## src/rtl/seg_pkg.sv

```systemverilog
// seg_pkg: segment width, bit positions and hex glyph table for the scan driver.
package seg_pkg;
  localparam int SEG_W = 8;
  localparam int SEG_A = 7;
  localparam int SEG_G = 1;
  localparam int SEG_DP = 0;
  localparam logic [6:0] GLYPH [16] = '{
    7'b1111110, 7'b0110000, 7'b1101101, 7'b1111001,
    7'b0110011, 7'b1011011, 7'b1011111, 7'b1110000,
    7'b1111111, 7'b1111011, 7'b1110111, 7'b0011111,
    7'b1001110, 7'b0111101, 7'b1001111, 7'b1000111
  };
  function automatic logic [6:0] hex_glyph(input logic [3:0] nib);
    return GLYPH[nib];
  endfunction
endpackage

```

## src/rtl/seg_hex_font.sv

```systemverilog
// seg_hex_font: nibble plus decimal point to {a,b,c,d,e,f,g,dp} pattern.
module seg_hex_font
  import seg_pkg::*;
(
  input  logic [3:0]       nib,
  input  logic             dp,
  output logic [SEG_W-1:0] pat
);
  always_comb begin
    pat = '0;
    pat[SEG_A:SEG_G] = hex_glyph(nib);
    pat[SEG_DP] = dp;
  end
endmodule

```

## src/rtl/seg_scan_ctrl.sv

```systemverilog
// seg_scan_ctrl: double-buffered N-digit hex seven-segment scanner.
// Define SEG_SCAN_BLINK_EN to build the per-digit blink logic.
module seg_scan_ctrl
  import seg_pkg::*;
#(
  parameter int NUM_DIGITS = 8,
  parameter int CLK_DIV = 1000,
  parameter int ACTIVE_LOW = 0,
  parameter int BLINK_DIV = 32
) (
  input  logic                    clk,
  input  logic                    rst,
  input  logic [4*NUM_DIGITS-1:0] value_i,
  input  logic                    value_valid,
  output logic                    value_ready,
  input  logic [NUM_DIGITS-1:0]   dp_i,
  input  logic [NUM_DIGITS-1:0]   blank_mask,
  input  logic                    lz_en,
  input  logic [NUM_DIGITS-1:0]   blink_mask,
  output logic [SEG_W-1:0]        seg_out,
  output logic [NUM_DIGITS-1:0]   digit_sel,
  output logic                    frame_end
);
  localparam int IW = $clog2(NUM_DIGITS);
  localparam int CW = $clog2(CLK_DIV);
  localparam int VW = 4 * NUM_DIGITS;
  localparam logic [SEG_W-1:0] SEG_OFF = (ACTIVE_LOW != 0) ? '1 : '0;
  localparam logic [NUM_DIGITS-1:0] SEL_OFF = (ACTIVE_LOW != 0) ? '1 : '0;
  logic [CW-1:0] cnt_q, cnt_d;
  logic [IW-1:0] idx_q, idx_d;
  logic pend_q, pend_d, fe_q, fe_d;
  logic [VW-1:0] pend_val_q, pend_val_d, disp_val_q, disp_val_d;
  logic [NUM_DIGITS-1:0] pend_dp_q, pend_dp_d, disp_dp_q, disp_dp_d;
  logic [NUM_DIGITS-1:0] sel_q, sel_d, lz;
  logic [SEG_W-1:0] seg_q, seg_d, font_pat;
  logic tick, wrap, take, commit, lz_run, blink_blank, blank;
  assign tick = cnt_q == CW'(CLK_DIV - 1);
  assign wrap = tick && idx_q == IW'(NUM_DIGITS - 1);
  assign take = value_valid && !pend_q;
  assign commit = wrap && pend_q;
  assign value_ready = !pend_q;
  assign seg_out = seg_q;
  assign digit_sel = sel_q;
  assign frame_end = fe_q;
  seg_hex_font u_font (
    .nib(disp_val_q[4*idx_q +: 4]),
    .dp (disp_dp_q[idx_q]),
    .pat(font_pat)
  );
  // A digit is leading-zero blank when it and every digit above it are zero.
  always_comb begin
    lz = '0;
    lz_run = lz_en;
    for (int i = NUM_DIGITS - 1; i >= 0; i--) begin
      lz_run = lz_run & (disp_val_q[4*i +: 4] == 4'h0);
      lz[i] = lz_run & (i != 0);
    end
  end
`ifdef SEG_SCAN_BLINK_EN
  localparam int BW = $clog2(BLINK_DIV + 1);
  logic [BW-1:0] blink_cnt_q, blink_cnt_d;
  logic phase_q, phase_d;
  always_comb begin
    blink_cnt_d = !wrap ? blink_cnt_q : (blink_cnt_q == BW'(BLINK_DIV - 1)) ? '0 : blink_cnt_q + 1'b1;
    phase_d = (wrap && blink_cnt_q == BW'(BLINK_DIV - 1)) ? !phase_q : phase_q;
  end
  always_ff @(posedge clk or posedge rst)
    if (rst) begin
      blink_cnt_q <= '0;
      phase_q <= 1'b0;
    end else begin
      blink_cnt_q <= blink_cnt_d;
      phase_q <= phase_d;
    end
  assign blink_blank = phase_q & blink_mask[idx_q];
`else
  logic unused_blink;
  assign unused_blink = ^blink_mask;
  assign blink_blank = 1'b0;
`endif
  assign blank = blank_mask[idx_q] | lz[idx_q] | blink_blank;
  always_comb begin
    cnt_d = tick ? '0 : cnt_q + 1'b1;
    idx_d = !tick ? idx_q : wrap ? '0 : idx_q + 1'b1;
    pend_d = take | (pend_q & !commit);
    pend_val_d = take ? value_i : pend_val_q;
    pend_dp_d = take ? dp_i : pend_dp_q;
    disp_val_d = commit ? pend_val_q : disp_val_q;
    disp_dp_d = commit ? pend_dp_q : disp_dp_q;
    fe_d = wrap;
    seg_d = (blank ? '0 : font_pat) ^ SEG_OFF;
    sel_d = (NUM_DIGITS'(1) << idx_q) ^ SEL_OFF;
  end
  always_ff @(posedge clk or posedge rst)
    if (rst) begin
      cnt_q <= '0;
      idx_q <= '0;
      pend_q <= 1'b0;
      pend_val_q <= '0;
      pend_dp_q <= '0;
      disp_val_q <= '0;
      disp_dp_q <= '0;
      fe_q <= 1'b0;
      seg_q <= SEG_OFF;
      sel_q <= SEL_OFF;
    end else begin
      cnt_q <= cnt_d;
      idx_q <= idx_d;
      pend_q <= pend_d;
      pend_val_q <= pend_val_d;
      pend_dp_q <= pend_dp_d;
      disp_val_q <= disp_val_d;
      disp_dp_q <= disp_dp_d;
      fe_q <= fe_d;
      seg_q <= seg_d;
      sel_q <= sel_d;
    end
endmodule

```

## config.mk

```make
export PLATFORM = sky130hd
export DESIGN_NAME = seg_scan_ctrl
export DESIGN_NICKNAME = d
export VERILOG_FILES = /design/src/rtl/seg_pkg.sv /design/src/rtl/seg_hex_font.sv /design/src/rtl/seg_scan_ctrl.sv
export SDC_FILE = /design/constraint.sdc
export NUM_CORES = 1
export LEC_CHECK = 0
export ABC_AREA = 0
export BUFFER_PORTS_ARGS = -buffer_cell sky130_fd_sc_hd__clkbuf_2
export CORE_AREA = 5 5 105 107
export DETAILED_ROUTE_END_ITERATION = 10
export DIE_AREA = 0 0 110 112
export PLACE_DENSITY = 0.74
export RECOVER_POWER = 50
export SLEW_MARGIN = 20
export SYNTH_ARGS = -nofsm -noshare
export SYNTH_HDL_FRONTEND = slang
export SYNTH_SLANG_ARGS = --single-unit
```

## constraint.sdc

```tcl
create_clock -name clk -period 3.95 [get_ports clk]
set_clock_uncertainty 0.15 [all_clocks]
set_input_delay 0.79 -clock clk [delete_from_list [all_inputs] [get_ports clk]]
set_output_delay 0.79 -clock clk [all_outputs]
set_load 0.1 [all_outputs]
```

==> Word-level counts from Yosys, hierarchy flattened <==
Memory sizes are Yosys's and may differ from the RTL's.
Index checks and enable logic that the tools add are counted.
{ "totals": {"register_bits": 111, "romBits": 112, "in_bits": 60, "out_inout_bits": 18, "elab_cells": 53, "n_memories": 1} }
{ "classes": {"addsub": 2, "n_lt_le_gt_ge": 2, "n_eq_ne": 2, "shift": 2, "mux": 11, "bitwise": 11, "n_reduce_logical": 12} }
{ "memory_table": {"columns": ["memory", "depth", "word_bits", "rd", "rd_clocked_by_memory_dff", "wr", "line", "text"], "rows": [
  ["(no name shown)", 16, 7, 1, 0, 0, "seg_pkg.sv:14", "return GLYPH[nib];"]
]} }
{ "op_table": {"columns": ["op", "count"], "rows": [
  ["variable part select 32 x 6 -> 4 bit", 1],
  ["logical NOT 4 bit", 7],
  ["2-to-1 mux 7 bit", 2],
  ["adder 10 x 1 -> 10 bit (second input constant)", 1],
  ["equality test 10 bit (second input constant)", 1],
  ["2-to-1 mux 10 bit", 1],
  ["binary-select mux 1 bit (select 3 bit)", 3],
  ["AND 1 bit", 8],
  ["2-to-1 mux 8 bit", 1],
  ["<< shifter 1 x 3 -> 8 bit (first input constant)", 1],
  [">= comparator 5 bit (second input constant)", 1],
  ["inverter 4 -> 5 bit", 1],
  ["< comparator 3 x 4 -> 1 bit (second input constant)", 1],
  ["adder 3 x 1 -> 3 bit (second input constant)", 1],
  ["equality test 3 bit (second input constant)", 1],
  ["logical AND 1 bit", 3],
  ["2-to-1 mux 1 bit", 3],
  ["2-to-1 mux 3 bit", 1],
  ["logical NOT 1 bit", 2],
  ["bitwise OR 1 bit", 2]
]} }

==> Longest topological paths before layout <==
Gate-level depths: netlist (run 1).
{ "logic_depth": {"ltp_word": 12, "ltp_mapped": 9, "mapped_depth_nobuf": 8} }

==> Modules after synthesis <==
A second synthesis (run 1) with hierarchy kept.
{ "unflattened": {"cells_unflattened": 364, "area_unflattened_um2": 5186.2} }
{ "by_module_without_submodules": {"columns": ["mod", "n_inst", "cells_each", "area_each_um2", "seq_area_each_um2"], "rows": [
  ["seg_scan_ctrl", 1, 330, 4890.9, 2777.7],
  ["seg_hex_font", 1, 34, 295.3, 0.0]
]} }

==> Least setup slack after synthesis (run 1) <==
No wires, ideal clock.
{ "synth_timing": {"kind": "flip-flop to flip-flop", "startpoint": "register idx_q[1]", "endpoint": "register seg_q[1] (netlist: seg_out[1])", "setup_ps": 77, "arrival_time_ps": 2099, "required_ps": 3723, "setup_slack_ps": 1624, "path_stages_with_launch": 9, "path_buffers": 1, "period_less_slack_ps": 2326, "cell_sequence": "dfrtp_1 buf_6 mux4_1 mux2i_1 inv_1 ha_1 mux2i_1 o22ai_1 a21oi_1"} }
{ "synth_via": {"elab_chain_len": 6, "elab_cells_between_ends": 11, "classes_between": "shift: 1; mux: 7; bitwise: 2; memory: 1"} }
{ "synth_lines": {"columns": ["item", "line", "text"], "rows": [
  ["start, declared", "seg_scan_ctrl.sv:30", "logic [IW-1:0] idx_q, idx_d;"],
  ["start signal, assigned", "seg_scan_ctrl.sv:108", "idx_q <= idx_d;"],
  ["variable part select 32 x 6 -> 4 bit", "seg_scan_ctrl.sv:46", ".nib(disp_val_q[4*idx_q +: 4]),"],
  ["inverter 4 -> 5 bit (implied by the code)", "seg_pkg.sv:14", null],
  ["memory (16 x 7 bit)", null, null],
  ["2-to-1 mux 7 bit (implied by the code) (2 in series)", "seg_pkg.sv:14", null],
  ["2-to-1 mux 8 bit (*)", "seg_scan_ctrl.sv:91", "seg_d = (blank ? '0 : font_pat) ^ SEG_OFF;"],
  ["via seg_d[1]", "seg_scan_ctrl.sv:35", "logic [SEG_W-1:0] seg_q, seg_d, font_pat;"],
  ["end signal, assigned", "seg_scan_ctrl.sv:115", "seg_q <= seg_d;"],
  ["end, declared", "seg_scan_ctrl.sv:35", null]
]} }
The timed path passes the listed nets; every way through them passes the cells marked *. The select of a mux whose other input is x is not followed.
A chain may end at the register's enable or synchronous reset.

==> results.json, run 1 <==
{
  "status": "finished with violations",
  "violations": "capacitance limit, slew limit",
  "rr_worst_depth": 6,
  "initial_utilization_pct": 48.85,
  "dp_hpwl_um": 6490,
  "synthCells": 340,
  "cts_hold_buf": 0,
  "htree_levels": 3,
  "synthesis.area_um2": 4907,
  "tns_ns": 0,
  "viasPerCell": 5.252,
  "min_period_over_period_pct": 72.20,
  "wl_um": 8949,
  "firstDrtPassIters": 4,
  "rows": 37,
  "cts.repair.resized": 0,
  "io_buffers": 69,
  "area_delta_synth_final_pct": 13.77,
  "reg2reg_to": "disp_dp_q[0]",
  "root_buffer": "clkbuf_8",
  "cts_buffers": 9,
  "track_usage_pct": 15.58,
  "reg2reg_from": "idx_q[1]",
  "drtIter0Drc": 145,
  "power_density_nw_per_um2": 357.8,
  "finalHoldViolCount": 0,
  "grt_max_degree": 91,
  "post_cts_buffers": 0,
  "ys_seq_elements": 111,
  "clkTransAtPathRegs_ns": 0.09,
  "finalWeightedCongestion": 0.8681,
  "p_leak_nw": 2.756,
  "worst_slew_pin_slew_ns": 1.829,
  "slew_violations": 91,
  "ff2ff_setup_slack_ns": 1.14,
  "ys_seq_area_share_pct": 56.60,
  "core_area_um2": 10050,
  "finalSetupViolations": 0,
  "post_synth_num_cell_types": 40,
  "final_area_um2": 5583,
  "crit_path_end_kind": "asynchronous set/reset pin",
  "synthFlopType": "dfrtp_1",
  "antenna_found_initial": 0,
  "relSlewSlack_pct": -21.93,
  "grt_pass1_vias": 2990,
  "ctsLongestPathBuffers": 2,
  "drive_above_1_share_pct": 41.45,
  "worstSetupStartpoint": "rst",
  "grt.overflow.total": 0,
  "cts_tree": "built",
  "start_kind": "primary input",
  "synth_edf_count": 0,
  "num_io_pins": 78,
  "period_needed_ns": 2.852,
  "crit_required_ns": 4.11,
  "cp-endpoint": "pend_val_q[25]",
  "synth_fp_nets": 413,
  "clock.fmax_ghz": 0.3506,
  "synth-async-reset-ratio_pct": 100.0,
  "crit_type": "in -> async",
  "ir_drop_mv": 0.1893,
  "cap_violations": 1,
  "wire_per_inst_um": 16.24,
  "hold_path.class": "reg -> reg",
  "fp.dieW_um": 110,
  "placed_area_um2": 5390,
  "min_path_cells": 1,
  "drc_errors": 0,
  "syn_avg_cell_area_um2": 14.43,
  "worstPathArrival_ns": 3.02,
  "cp_max_fo": 90,
  "clk-insertion-delay-late_ns": 0.36,
  "vias": 2894,
  "fin_nets": 483,
  "die_h_um": 112,
  "cts.sinks": 111,
  "ys_warn_count": 0,
  "dieArea_um2": 12320,
  "rsz0062_at_grt": "false",
  "final_antenna_net_count": 0,
  "n_antenna_cell": 0,
  "grt_first_pass_wirelength_um": 14980
}
[layout make-up]
cell class | instances | area [um^2]
well taps | 136 | 170.2
clock buffers | 13 | 148.9
multi-input cells | 205 | 2023
repair buffers | 74 | 382.9
fillers | 853 | 4463
flip-flops and latches | 111 | 2778
inverters | 9 | 37.54
clock inverters | 3 | 42.54
[flip-flops by register name (all words and copies together), names as in the netlist]
name        flops
cnt_q          10
digit_sel       8
disp_dp_q       8
disp_val_q     32
frame_end       1
idx_q           3
pend_dp_q       8
pend_q          1
pend_val_q     32
seg_out         8
[kinds of logic after synthesis]
family / after synthesis / synth area share, %
flip-flops: 111 / 56.60
multiplexers: 104 / 27.41
AND/OR/NAND/NOR: 52 / 5.508
AO/OA/AOI/OAI: 30 / 3.927
buffers and inverters: 24 / 2.167
adder cells (fa/ha/maj): 13 / 3.315
XOR/XNOR: 6 / 1.071
[Yosys cell counts, types with 2 or more instances]
cell / number / area (um^2)
dfrtp_1: 111 / 2778
mux2_2: 81 / 912.1
ha_1: 13 / 162.7
nor2_1: 13 / 48.80
a21oi_1: 9 / 45.04
mux4_1: 9 / 236.5
inv_1: 8 / 30.03
mux2i_1: 8 / 80.08
o21ai_0: 8 / 40.04
buf_2: 7 / 35.03
clkbuf_1: 7 / 26.28
nand2_1: 7 / 26.28
nor4_1: 7 / 43.79
nand3_1: 6 / 30.03
nor2b_1: 5 / 31.28
o22ai_1: 5 / 31.28
xor2_1: 4 / 35.03
and2_1: 3 / 18.77
and3_1: 3 / 18.77
mux4_2: 3 / 67.56
nand2b_1: 2 / 12.51
nand4_1: 2 / 12.51
xnor2_1: 2 / 17.52
[layer usage]
metal	up-vias	wire (um)	global-route usage, %
met5	-	0	0
met4	0	235	6.401
met3	20	489	3.536
met2	77	4227	23.95
met1	1427	3997	21.30
li1	1370	-	-
[how the worst min path moves through the flow]
| stage | startpoint | endpoint | slack (ns) |
|---|---|---|---|
| after floorplan | cnt_q[8] | cnt_q[8] | 0.30 |
| after global placement | cnt_q[0] | cnt_q[0] | 0.31 |
| after detailed placement | cnt_q[0] | cnt_q[0] | 0.32 |
| after CTS | cnt_q[0] | cnt_q[0] | 0.33 |
| after global routing | cnt_q[8] | cnt_q[8] | 0.36 |
| final | cnt_q[0] | cnt_q[0] | 0.33 |
[worst max-delay path, stage by stage]
cell	delay, ns
clkbuf_1	0.10
clkinvlp_4	1.15
clkbuf_1	0.93
[power breakdown]
group / total, mW / internal [mW] / leakage, nW / switching, mW
clock network: 0.659 / 0.311 / 0.0936 / 0.348
logic: 0.126 / 0.0576 / 1.21 / 0.0682
registers: 1.21 / 1.19 / 1.45 / 0.0263
total: 2.00 / 1.55 / 2.76 / 0.443
[through the flow]
stage	utilization [%]	setup WS (ns)	hold WS [ns]	cells	power, mW
2_1_floorplan	-	0.07935	0.2969	340	1.311
3_3_place_gp	53.66	1.270	0.3145	534	1.359
3_5_place_dp	53.66	1.199	0.3211	534	1.366
4_1_cts	55.56	1.178	0.3341	550	2.021
5_1_grt	55.57	0.4953	0.3554	551	2.082
6_report	55.57	1.098	0.3299	551	1.997
[layout by cell type, fill, tap and decap left out, types with 3 or more instances in the layout]
master,count
a21oi_1,9
nor2b_1,5
nor4_1,7
clkbuf_8,10
ha_1,13
xor2_1,4
clkbuf_2,68
and3_1,3
nor2_1,13
dfrtp_1,111
o22ai_1,5
mux2i_1,8
mux4_2,3
mux4_1,9
clkbuf_1,7
nand3_1,6
o21ai_0,8
mux2_2,81
inv_1,8
nand2_1,7
Power figures use the tool's default switching activity.
==> inputs of run 2 (changes only) <==
==> constraint.sdc (replaced) <==
create_clock -name clk -period 2.59 [get_ports clk]
set_clock_uncertainty 0.15 [all_clocks]
set_input_delay 0.518 -clock clk [delete_from_list [all_inputs] [get_ports clk]]
set_output_delay 0.518 -clock clk [all_outputs]
set_load 0.1 [all_outputs]
==> results.json, run 2 (synthesis results as in run 1) <==
{
  "cap_violations": 0,
  "finalPower_mw": 3.056,
  "dp_hpwl_um": 6814,
  "slowest_delay_ns": 0.68,
  "reg2reg_to": "seg_out[2]",
  "seqCellArea_um2": 2779,
  "n_antenna_cell": 0,
  "post_cts_buffers": 0,
  "crit_buf_inv": 1,
  "period_needed_ns": 2.455,
  "final_common_cell": "dfrtp_1",
  "vias": 2931,
  "cpLargestDelayFamily": "multiplexers",
  "crit_path_end_kind": "register",
  "cp_cell_sequence": "mux4_1, mux2i_2, inv_1, ha_1, mux2i_1, o22ai_1, a21oi_1",
  "min_period_over_period_pct": 94.78,
  "htree_levels": 3,
  "final_antenna_net_count": 0,
  "die_h_um": 112,
  "worstSetupStartpoint": "idx_q[2]",
  "crit_slowest_cell": "dfrtp_1",
  "slew_violations": 0,
  "track_usage_pct": 15.97,
  "min_from": "dp_i[6]",
  "clock.fmax_ghz": 0.4073,
  "rr_worst_depth": 7,
  "reg2reg_from": "idx_q[2]",
  "top_regs": "disp_val_q x32, pend_val_q x32, cnt_q x10",
  "grt_first_pass_wirelength_um": 15320,
  "crit_type": "reg -> reg",
  "start_kind": "register",
  "grt_max_degree": 42,
  "clkTransAtPathRegs_ns": 0.10,
  "status": "finished, final reports clean",
  "wire_per_inst_um": 16.23,
  "dieArea_um2": 12320,
  "p_leak_nw": 2.797,
  "fillers": 856,
  "cts_buffers": 9,
  "path_depth": 7,
  "ctsLongestPathBuffers": 2,
  "rsz0062_at_grt": "false",
  "hold_path.class": "in -> reg",
  "viasPerCell": 5.243,
  "ir_drop_mv": 0.3166,
  "drc_errors": 0,
  "cp_max_fo": 15,
  "drtIter0Drc": 110,
  "grt.overflow.total": 0,
  "rows": 37,
  "multi_input_area_um2": 2034,
  "clk-insertion-delay-late_ns": 0.36,
  "power_density_nw_per_um2": 540.8,
  "io_buffers": 69,
  "cts_tree": "built",
  "fp.dieW_um": 110,
  "cts.sinks": 111,
  "worstPathArrival_ns": 2.59,
  "core_area_um2": 10050,
  "ff2ff_setup_slack_ns": 0.14,
  "num_io_pins": 78,
  "grt_pass1_vias": 3048,
  "initial_utilization_pct": 48.85,
  "crit_required_ns": 2.72,
  "tns_ns": 0,
  "relSlewSlack_pct": 9.020,
  "finalSetupViolations": 0,
  "fin_nets": 491,
  "worst_slew_pin_slew_ns": 1.357,
  "firstDrtPassIters": 4,
  "finalWeightedCongestion": 0.8764,
  "finalHoldViolCount": 0,
  "antenna_found_initial": 0,
  "drive_above_1_share_pct": 43.74,
  "root_buffer": "clkbuf_8",
  "final_cell_mix": "dfrtp_1, mux2_2, clkbuf_2",
  "area_delta_synth_final_pct": 15.15,
  "wl_um": 9075,
  "cp-endpoint": "seg_out[2]"
}
-- run 2: area by class of cell --
class	count	area share, %
inverter	9	0.6200
sequential	111	49.18
clock inverter	3	0.7529
multi-input combinational	205	36.01
tap	136	3.012
clock buffer	13	2.635
timing repair buffer	82	7.795
-- run 2: through the flow --
step | hold WS (ns) | setup slack, ns | area (um^2) | util [%] | instances
finish | 0.2272 | 0.1351 | 5650 | 56.25 | 559
global route | 0.2001 | 0.02051 | 5650 | 56.25 | 559
CTS | 0.1254 | 0.06511 | 5704 | 56.78 | 559
detailed placement | 0.3238 | 0.002585 | 5509 | 54.84 | 543
global placement | 0.3137 | 0.1366 | 5509 | 54.84 | 543
floorplan | 0.2969 | 0.2635 | 4911 | - | 340
-- run 2: worst min path at each step --
stage / end / cells after the start
final: pend_dp_q[6] / 2
after global routing: pend_val_q[10] / 2
after CTS: pend_q / 2
after detailed placement: cnt_q[8] / 1
after global placement: cnt_q[0] / 1
after floorplan: cnt_q[8] / 1
-- run 2: routing by layer --
layer | track usage, % | vias to the layer above | routed length (um)
met1 | 21.17 | 1452 | 4069
met4 | 5.569 | 0 | 156
met3 | 4.000 | 14 | 434
li1 | - | 1388 | -
met5 | 0 | - | 0
met2 | 25.44 | 77 | 4414
-- run 2: repair_timing --
item                                    in CTS  in global routing
endpoints found under the setup margin       1                  2
resized for setup                            1                  1
pin swaps                                    0                  0
hold buffers                                 0                  0
-- run 2: report_power, final --
group / leakage, nW / internal [mW] / total, mW / switching, mW
Combinational: 1.26 / 0.0894 / 0.193 / 0.104
Clock: 0.0936 / 0.474 / 1.01 / 0.537
Sequential: 1.45 / 1.81 / 1.85 / 0.0422
